### src/rtl/stage_sequencer_pkg.sv
// Shared constants for the stage sequencer and the signal generation unit.
//   - STAGE_* : stage codes carried on pipeline_stage (STAGE_COUNT bits).
//   - TYPE_*  : one-hot decoded instruction types (OPCODE_COUNT bits).
//   - GROUP_* : bit positions in the decoded group flag vector.
//   - is_mem_type(): true for the types that need a data-bus access.
package stage_sequencer_pkg;

    localparam int OPCODE_COUNT = 8;
    localparam int GROUP_COUNT  = 4;
    localparam int STAGE_COUNT  = 3;

    localparam logic [STAGE_COUNT-1:0] STAGE_IF   = 3'd0;
    localparam logic [STAGE_COUNT-1:0] STAGE_ID   = 3'd1;
    localparam logic [STAGE_COUNT-1:0] STAGE_EX   = 3'd2;
    localparam logic [STAGE_COUNT-1:0] STAGE_MEM  = 3'd3;
    localparam logic [STAGE_COUNT-1:0] STAGE_WB   = 3'd4;
    localparam logic [STAGE_COUNT-1:0] STAGE_IF2  = 3'd5;
    localparam logic [STAGE_COUNT-1:0] STAGE_HALT = 3'd6;

    localparam logic [OPCODE_COUNT-1:0] TYPE_ALU     = 8'h01;
    localparam logic [OPCODE_COUNT-1:0] TYPE_ALU_IMM = 8'h02;
    localparam logic [OPCODE_COUNT-1:0] TYPE_BRANCH  = 8'h04;
    localparam logic [OPCODE_COUNT-1:0] TYPE_JUMP    = 8'h08;
    localparam logic [OPCODE_COUNT-1:0] TYPE_LD_Y    = 8'h10;
    localparam logic [OPCODE_COUNT-1:0] TYPE_LDS     = 8'h20;
    localparam logic [OPCODE_COUNT-1:0] TYPE_STS     = 8'h40;
    localparam logic [OPCODE_COUNT-1:0] TYPE_NOP     = 8'h80;

    localparam int GROUP_ALU    = 0;
    localparam int GROUP_BRANCH = 1;
    localparam int GROUP_LOAD   = 2;
    localparam int GROUP_STORE  = 3;

    // Types that go through MEM; shared with the signal generation unit.
    localparam logic [OPCODE_COUNT-1:0] GROUP_MEM_TYPES = TYPE_LD_Y | TYPE_LDS | TYPE_STS;

    typedef enum logic [STAGE_COUNT-1:0] {
        ST_IF   = STAGE_IF,
        ST_ID   = STAGE_ID,
        ST_EX   = STAGE_EX,
        ST_MEM  = STAGE_MEM,
        ST_WB   = STAGE_WB,
        ST_IF2  = STAGE_IF2,
        ST_HALT = STAGE_HALT
    } stage_e;

    function automatic logic is_mem_type(input logic [OPCODE_COUNT-1:0] t);
        return (t == TYPE_LD_Y) || (t == TYPE_LDS) || (t == TYPE_STS);
    endfunction

endpackage

### src/rtl/stage_sequencer_mem_wait_timer.sv
// mem_wait_timer: counts MEM cycles that end without mem_ready.
//   clk, reset  : clock, async active-low reset
//   clear       : zero the count (held while not in MEM)
//   enable      : a MEM cycle without completion; count advances
//   limit       : cycle limit (1..255)
//   expired     : this enabled cycle brings the count up to limit
module mem_wait_timer (
    input  logic       clk,
    input  logic       reset,
    input  logic       clear,
    input  logic       enable,
    input  logic [7:0] limit,
    output logic       expired
);

    logic [7:0] count;

    // Look-ahead compare so the sequencer can leave MEM on the same edge
    // that the count would reach the limit.
    assign expired = enable && ((count + 8'd1) == limit);

    always_ff @(posedge clk or negedge reset) begin
        if (!reset)      count <= '0;
        else if (clear)  count <= '0;
        else if (enable) count <= count + 8'd1;
    end

endmodule

### src/rtl/stage_sequencer.sv
// stage_sequencer: multi-cycle stage controller for the lab CPU.
// Steps IF, ID, [IF2, ID], EX, [MEM], WB; parks in HALT on request
// or on a bus timeout.
//   clk, reset      : clock, async active-low reset
//   opcode_type     : one-hot decoded type (used in EX)
//   opcode_group    : decoded group flags (not needed for sequencing)
//   instr_two_word  : instruction has a second word
//   mem_ready       : data access completes this cycle (MEM only)
//   halt            : halt request, sampled in WB and HALT
//   pipeline_stage  : current stage code
//   fetch_second    : high in IF2
//   pc_advance      : high in IF and IF2
//   instr_retired   : high in WB
//   mem_timeout     : sticky bus timeout, cleared by reset only
//   retired_count   : retired instruction count, wraps
module stage_sequencer
    import stage_sequencer_pkg::*;
#(
    parameter int MEM_WAIT_MAX = 15
) (
    input  logic                    clk,
    input  logic                    reset,
    input  logic [OPCODE_COUNT-1:0] opcode_type,
    input  logic [GROUP_COUNT-1:0]  opcode_group,
    input  logic                    instr_two_word,
    input  logic                    mem_ready,
    input  logic                    halt,
    output logic [STAGE_COUNT-1:0]  pipeline_stage,
    output logic                    fetch_second,
    output logic                    pc_advance,
    output logic                    instr_retired,
    output logic                    mem_timeout,
    output logic [15:0]             retired_count
);

    stage_e state;
    logic   second_done;
    logic   wait_expired;

    logic unused_group;
    assign unused_group = ^opcode_group;

    // Counter idles at zero outside MEM, so every MEM entry starts fresh.
    mem_wait_timer u_wait (
        .clk     (clk),
        .reset   (reset),
        .clear   (state != ST_MEM),
        .enable  ((state == ST_MEM) && !mem_ready),
        .limit   (8'(MEM_WAIT_MAX)),
        .expired (wait_expired)
    );

    always_ff @(posedge clk or negedge reset) begin
        if (!reset) begin
            state         <= ST_IF;
            second_done   <= 1'b0;
            mem_timeout   <= 1'b0;
            retired_count <= '0;
        end else begin
            unique case (state)
                ST_IF:  state <= ST_ID;
                ST_ID:  state <= (instr_two_word && !second_done) ? ST_IF2 : ST_EX;
                ST_IF2: begin
                    state       <= ST_ID;
                    second_done <= 1'b1;
                end
                ST_EX:  state <= is_mem_type(opcode_type) ? ST_MEM : ST_WB;
                ST_MEM: begin
                    // Completion wins over a timeout in the same cycle.
                    if (mem_ready) begin
                        state <= ST_WB;
                    end else if (wait_expired) begin
                        state       <= ST_HALT;
                        mem_timeout <= 1'b1;
                    end
                end
                ST_WB: begin
                    retired_count <= retired_count + 16'd1;
                    second_done   <= 1'b0;
                    state         <= halt ? ST_HALT : ST_IF;
                end
                ST_HALT: if (!halt && !mem_timeout) state <= ST_IF;
                default: state <= ST_IF;
            endcase
        end
    end

    assign pipeline_stage = state;
    assign fetch_second   = (state == ST_IF2);
    assign pc_advance     = (state == ST_IF) || (state == ST_IF2);
    assign instr_retired  = (state == ST_WB);

endmodule

### config.mk
export PLATFORM = sky130hd
export DESIGN_NAME = stage_sequencer
export DESIGN_NICKNAME = d
export VERILOG_FILES = /design/src/rtl/stage_sequencer_pkg.sv /design/src/rtl/stage_sequencer_mem_wait_timer.sv /design/src/rtl/stage_sequencer.sv
export SDC_FILE = /design/constraint.sdc
export NUM_CORES = 1
export LEC_CHECK = 0
export ABC_AREA = 1
export CAP_MARGIN = 10
export CORE_ASPECT_RATIO = 1.75
export CORE_MARGIN = 1.5
export CORE_UTILIZATION = 45
export DETAILED_ROUTE_END_ITERATION = 10
export MAX_ROUTING_LAYER = met4
export PLACE_DENSITY = 0.86
export SLEW_MARGIN = 20
export SYNTH_ARGS = -nofsm -noshare
export SYNTH_HDL_FRONTEND = slang
export SYNTH_SLANG_ARGS = --single-unit
### constraint.sdc
create_clock -name clk -period 4.3 [get_ports clk]
set_input_delay 0.645 -clock clk [delete_from_list [all_inputs] [get_ports clk]]
set_output_delay 0.645 -clock clk [all_outputs]
set_load 0.03 [all_outputs]
# --- Yosys cells after proc, flatten, opt, wreduce, memory -nomap -nowiden ---
# Cells that the tools add are included.
totals:
  ff_bits: 29
  output_inout_bits: 23
  elab_cells: 48
classes:
  add_sub_neg: 2
  n_eq_ne: 13
  n_mux: 10
  bitwise: 1
  reduce_logical: 17
ops:
  columns: ["op", "count"]
  rows:
  - ["$mux 3", 6]
  - ["$pmux 3 s6", 1]
  - ["$add 16x1->16 const B", 1]
  - ["$mux 8", 2]
  - ["$eq 3x3->1 const B", 3]
  - ["$add 8x1->8 const B", 1]
  - ["$eq 8x4->1 const B", 1]
  - ["$eq 8x5->1 const B", 1]
  - ["$eq 8x6->1 const B", 1]
  - ["$eq 8x7->1 const B", 1]
  - ["$eq 3x2->1 const B", 2]
  - ["$ne 3x2->1 const B", 2]
  - ["$logic_and 1x1->1", 4]
  - ["$logic_not 1->1", 4]
  - ["$reduce_bool 2->1", 2]
  - ["$eq 3x1->1 const B", 1]
  - ["$logic_not 3->1", 1]
  - ["$logic_or 1x1->1", 3]
  - ["$reduce_and 3->1", 1]
  - ["$ne 2x2->1 const B", 1]
  - ["$pmux 1 s2", 1]
  - ["$reduce_and 2->1", 1]
  - ["$reduce_or 2->1", 1]
  - ["$not 1->1", 1]

# --- Longest topological paths before layout ---
# Gate-level depths: netlist (run 1).
logic_depth:
  word_depth: 6
  depth_mapped: 10

# --- Hierarchy ---
# From an unflattened synthesis (run 1), not the netlist that was laid out.
unflattened:
  hier_cells: 262
  hier_area_um2: 1846.8
by_module_without_submodules:
  columns: ["mod", "instances", "cells_per_inst", "area_each_um2", "seq_area_each_um2"]
  rows:
  - ["stage_sequencer", 1, 163, 1212.4, 525.5]
  - ["mem_wait_timer", 1, 99, 634.4, 200.2]

# --- Worst setup path before layout (run 1) ---
# OpenSTA, ideal clock, no wires.
synth_path:
  path_type: "register to output"
  startpoint: "reg state[2] (netlist: pipeline_stage[2])"
  endpoint: "out pc_advance"
  t_arrival_ns: 1.831
  required_ns: 3.655
  slack_ns: 1.824
  path_stages_with_launch: 5
  path_cell_list: "dfrtp_1 inv_1 nor3_1 inv_1 nand2_1"
synth_between:
  elab_chain_len: 2
synth_rtl:
  columns: ["item", "line", "rtl"]
  rows:
  - ["start, declared", "stage_sequencer.sv:36", "stage_e state;"]
  - ["start signal, assigned", "stage_sequencer.sv:62", "ST_ID: state <= (instr_two_word && !second_done) ? ST_IF2 : ST_EX;"]
  - ["start signal, assigned", "stage_sequencer.sv:67", "ST_EX: state <= is_mem_type(opcode_type) ? ST_MEM : ST_WB;"]
  - ["start signal, assigned", "stage_sequencer.sv:80", "state <= halt ? ST_HALT : ST_IF;"]
  - ["$eq 3x3->1", null, null]
  - ["via fetch_second", "stage_sequencer.sv:29", "output logic fetch_second,"]
  - ["$logic_or 1x1->1", "stage_sequencer.sv:90", "assign pc_advance = (state == ST_IF) || (state == ST_IF2);"]
  - ["end, declared", "stage_sequencer.sv:30", "output logic pc_advance,"]
# The timed path passes the listed nets, and every way through them passes these cells.

# --- Worst setup path in the final report (run 1) ---
layout_path:
  startpoint: "reg state[2] (netlist: pipeline_stage[2])"
  endpoint: "out pc_advance"
layout_between:
  elab_chain_len: 2
layout_rtl:
  columns: ["item", "line"]
  rows:
  - ["$eq 3x3->1 / $logic_not 3->1 (equally long branches)", "stage_sequencer.sv:90"]
  - ["$logic_or 1x1->1 *", "stage_sequencer.sv:90"]
# Mark *: on every way between the ends. The rest lies on a longest branch, timed or not.

==> results of run 1 <==
## sequential cells by signal, summed over array words and instances (netlist names)
register,count
retired_count,16
second_done,1
pipeline_stage,3
mem_timeout,1
u_wait.count,8
## Yosys cell counts, types with 2 or more instances
master    number  area (um^2)
nand4_1        5         31.3
nand3_1       19         95.1
nand2_1       46          173
nor3_1         3         15.0
nor2_2         5         31.3
inv_2          3         11.3
inv_1         15         56.3
nand3_4        2         35.0
nor2_1        14         52.6
o21bai_1       2         15.0
nor2_4         2         22.5
dfrtp_1       29          726
ha_1           3         37.5
nand2_2        2         12.5
o21ai_0        7         35.0
xor2_1         7         61.3
xnor2_1        9         78.8
## critical path, cell delays in order, from the launching register on
cell,delay [ps]
dfrtp_1,460
inv_1,130
nor3_1,220
inv_1,90
nand2_1,90
clkdlybuf4s50_1,670
## final cells by class
cell class              count  area share
clock inverters             3     0.00855
inverters                  19      0.0354
clock buffers               5      0.0336
flip-flops and latches     29       0.354
well taps                  45      0.0275
repair buffers             36       0.175
multi-input cells         133       0.366
## metrics by stage
| step | hold slack (ps) | power (mW) | utilization | worst slack, ps |
|---|---|---|---|---|
| final | 491 | 0.967 | 0.616 | 1710 |
| after global routing | 520 | 1.02 | 0.616 | 1610 |
| after CTS | 505 | 0.972 | 0.616 | 1700 |
| after detailed placement | 469 | 0.752 | 0.590 | 2040 |
| after global placement | 459 | 0.744 | 0.590 | 2050 |
| after floorplan | 349 | 0.598 | - | 1820 |
## per-layer routing
| metal | share of wire | global-route usage |
|---|---|---|
| met1 | 0.36 | 0.188 |
| met2 | 0.59 | 0.370 |
| met3 | 0.041 | 0.0494 |
| met4 | 0.014 | 0.0806 |
| met5 | 0 | - |
## power groups by stage
stage	Sequential (mW)	Combinational [mW]	Clock, mW
final	0.366	0.382	0.218
after floorplan	0.430	0.168	0
after global routing	0.371	0.419	0.232
after detailed placement	0.370	0.382	0
after global placement	0.367	0.377	0
after CTS	0.365	0.385	0.221
## cell families after synthesis
logic type,count (synthesis)
adder cells (fa/ha/maj),3
AND/OR/NAND/NOR,101
AO/OA/AOI/OAI,13
flip-flops,29
XOR/XNOR,16
buffers and inverters,19
## worst max path at each step
stage | start | to | slack (ps) | cells after the start
detailed placement | pipeline_stage[2] | pc_advance | 2040 | 5
finish | pipeline_stage[2] | pc_advance | 1710 | 5
global placement | pipeline_stage[2] | pc_advance | 2050 | 5
floorplan | pipeline_stage[2] | pc_advance | 1820 | 4
global route | pipeline_stage[2] | pc_advance | 1610 | 5
CTS | pipeline_stage[2] | pc_advance | 1700 | 5
==> run metrics, run 1 <==
outcome finished, final reports clean; fillcell total 284; Synth Cell Area 1550 um^2; Startpoint Class flip-flop; FF-to-FF path depth 10; WL per Instance 12.3 um; clock group share of total power 0.226; CP Max Fanout 5; Flop pwr share 0.379; vias in the first global route 1,320; Crit Path Category flip-flop to primary output; yosys warns 0; unrepaired setup endpoints after global routing no; simple-gate share of the synthesized area 0.321; clock-pin slew on the worst setup and hold paths 70 ps; Worst EP arrival 1940 ps; sequential fraction of the synthesis area 0.468; Synth Area in Compound Gates 0.0485; FF-to-FF End pipeline_stage[2]; largest family of logic cells by synthesized area simple AND/OR/NAND/NOR gates; P_sw 0.390 mW; post-DP HPWL 2.58 mm; area of the multi-input gates 751 um^2; Synth Flop Type dfrtp_1; drt pass-1 iters 4; Area growth syn-to-layout 32.3%; placed insts 262; Post-Synth XOR/XNOR Area 0.0905; non-filler cells, final 270; Routed Antenna Nets 0; Pins Over Slew Limit 0; most frequent cells in the layout 46 x nand2_1, 35 x clkdlybuf4s50_1, 29 x dfrtp_1; IO Pins 40; r2r setup slk 2650 ps; Worst setup EP type primary output; nets 244; CTS Root Cell clkbuf_8; Comb power frac 0.395; Post-synth EDFFs 0; Required @ worst endpoint 3650 ps; CTS resizes 0; H-tree depth 2; max_slew headroom 0.752; clock skew 7.74 ps; Cell Int Power 0.578 mW; mux contribution to synthesized area 0; # clock sinks 29; DRC viols 0; GP Congestion 0.766; Post-Syn Area per Cell 8.56 um^2; Final Hold Fails 0; PortBufs 35; setup TNS 0 ps; maximum VDD drop 0.464 mV; # Max-Cap Violations 0; CTS tree yes; Hold Path Stages 1; number of vias in the routed layout 1,396; cell area power density 472 nW/um^2; Worst Hold Path EP retired_count[15]; Mapped Nets 201; R2R Path Start u_wait.count[1]; Tmin final 2590 ps; routed wire length 3.32 mm; fmax 386 MHz; post-synthesis adder-cell area fraction 0.0242; switch share 0.403; fin area 2050 um^2; n_diodes 0; # Post-CTS Setup Buffers 0; clock latency at the later pin of the worst-skew pair 280 ps; commonest non-fill, non-tap cell in the layout nand2_1; Global Route Usage Sum 0.203; Seq cells post-synth 29; row count 28; ys async rst share 1.00; Longest Clk Path Bufs 2; Hold Path Origin retired_count[15]; drt via density 5.17; Period Utilization, post-route 0.602; antenna violations before repair 0; global route overflow 0; Sequential Area 726 um^2; Finish-stage setup viols 0; Iteration-0 DRC Markers 43; share of cells above drive strength 1 0.116; worst min path class flip-flop to flip-flop; Distinct cells, synth 25; largest net degree at the start of global routing 30; hold buffers post-CTS 0; worst-margin pin slew 372 ps; placed cell area 1960 um^2; leakage power 0.931 nW; starting density of the core 0.465; CTS Buf Count 5; die area 3820 um^2; Synth Instances 181; core area 3330 um^2; first-pass GRT wire length 5.44 mm; die height 80.6 um; Die W 47.4 um
Note: power is estimated with default switching activity, not from simulation.
==> run 2, diff against run 1 <==
clock period = 2.4 ns   (was 4.3 ns; I/O delays follow)
==> run metrics, run 2 (same netlist as run 1, synthesis figures left out) <==
cell area power density 893 nW/um^2 (was 472 nW/um^2); row count 28 (unchanged); CP Max Fanout 5 (unchanged); placed insts 262 (unchanged); final core occ 0.625 (was 0.616); max_slew headroom 0.755 (was 0.752); non-filler cells, final 270 (unchanged); Pins Over Slew Limit 0 (unchanged); routed wire length 3.33 mm (was 3.32 mm); Routed Antenna Nets 0 (unchanged); die height 80.6 um (unchanged); outcome finished, final reports clean (unchanged); Worst setup EP type primary output (unchanged); drt via density 5.12 (was 5.17); CTS tree yes (unchanged); PortBufs 35 (unchanged); post-DP HPWL 2.61 mm (was 2.58 mm); Largest Register retired_count (unchanged); Period Utilization, post-route 0.933; area of the multi-input gates 751 um^2 (unchanged); CTS resizes 0 (unchanged); Longest Clk Path Bufs 2 (unchanged); leakage power 0.945 nW (was 0.931 nW); clock latency at the later pin of the worst-skew pair 280 ps (about the same); starting density of the core 0.465 (unchanged); clock skew 5.63 ps (was 7.74 ps); share of cells above drive strength 1 0.111 (was 0.116); Iteration-0 DRC Markers 24 (was 43); Startpoint Class flip-flop (unchanged); CTS Buf Count 5 (unchanged); clock-pin slew on the worst setup and hold paths 60 ps (was 70 ps); fillcell total 289 (was 284); Area growth syn-to-layout 34.2% (was 32.3%); GP Congestion 0.788 (was 0.766); # Max-Cap Violations 0 (unchanged); Crit Path Category flip-flop to primary output (unchanged); worst-margin pin slew 368 ps (was 372 ps); Finish-stage setup viols 0 (unchanged); vias in the first global route 1,328 (was 1,320); FF-to-FF path depth 9 (was 10); Required @ worst endpoint 2040 ps (was 3650 ps); IO Pins 40 (unchanged); antenna violations before repair 0 (unchanged); Sequential Area 726 um^2 (unchanged); maximum VDD drop 0.607 mV (was 0.464 mV); Final Hold Fails 0 (unchanged); FF-to-FF End pipeline_stage[1] (was pipeline_stage[2]); fmax 446 MHz; unrepaired setup endpoints after global routing no (unchanged); largest net degree at the start of global routing 30 (unchanged); commonest non-fill, non-tap cell in the layout nand2_1 (unchanged); first-pass GRT wire length 5.44 mm (unchanged); Worst EP arrival 1880 ps (was 1940 ps); WL per Instance 12.3 um (about the same); hold buffers post-CTS 0 (unchanged); # clock sinks 29 (unchanged); number of vias in the routed layout 1,382 (was 1,396); core area 3330 um^2 (unchanged); R2R Path Start u_wait.count[1] (unchanged); die area 3820 um^2 (unchanged); global route overflow 0 (unchanged); # Post-CTS Setup Buffers 0 (unchanged); Tmin final 2240 ps; r2r setup slk 800 ps (was 2650 ps); Global Route Usage Sum 0.205 (was 0.203); drt pass-1 iters 4 (unchanged); Die W 47.4 um (unchanged); max FFs per register 16 (unchanged); most frequent cells in the layout 46 x nand2_1, 35 x clkdlybuf4s50_1, 29 x dfrtp_1 (unchanged); n_diodes 0 (unchanged); worst min path class input pin to asynchronous set/reset pin (was flip-flop to flip-flop); nets 244 (unchanged); setup TNS 0 ps (unchanged); DRC viols 0 (unchanged); CTS Root Cell clkbuf_8 (unchanged); H-tree depth 2 (unchanged)
run 2: worst max path at each step:
stage | startpoint | endpoint | slack, ps
3_3_place_gp | pipeline_stage[2] | pc_advance | 470
6_report | pipeline_stage[2] | pc_advance | 160
2_1_floorplan | pipeline_stage[2] | pc_advance | 210
5_1_grt | pipeline_stage[2] | pc_advance | 9
3_5_place_dp | pipeline_stage[2] | pc_advance | 470
4_1_cts | pipeline_stage[2] | pc_advance | 140
run 2: routing by layer:
layer / part of all wire / global-route usage
met5: 0 / -
met1: 0.35 / 0.189
met4: 0.017 / 0.0667
met3: 0.048 / 0.0629
met2: 0.58 / 0.373
run 2: cell type report:
type,instances,area share
multi-input combinational,133,0.361
timing repair buffer,36,0.172
inverter,19,0.0349
sequential,29,0.349
clock inverter,1,0.0144
clock buffer,7,0.0415
tap,45,0.0271
run 2: through the flow:
step / power [mW] / worst slack [ps] / hold WS (ps) / cell area (um^2)
finish: 1.86 / 160 / 459 / 2080
global route: 1.96 / 8.87 / 514 / 2080
CTS: 1.87 / 140 / 471 / 2080
detailed placement: 1.35 / 474 / 469 / 1960
global placement: 1.33 / 468 / 459 / 1960
floorplan: 1.07 / 209 / 64.4 / 1550
run 2: report_power, final:
group	total, mW	switching (mW)	internal (mW)
combinational	0.684	0.414	0.270
sequential	0.655	0.0893	0.566
clock	0.518	0.181	0.338
total	1.86	0.684	1.17
run 2: worst max-delay path: stages, from the launching register on:
cell and delay [ps]:
dfrtp_1 450, inv_1 120, nor3_1 190, inv_1 80, nand2_1 80, clkdlybuf4s50_1 670
==> run 3, diff against run 2 <==
SLEW_MARGIN = 25   (was 20)
==> results of run 3 <==
Final layout, timing and power as in run 2 (identical DEF).
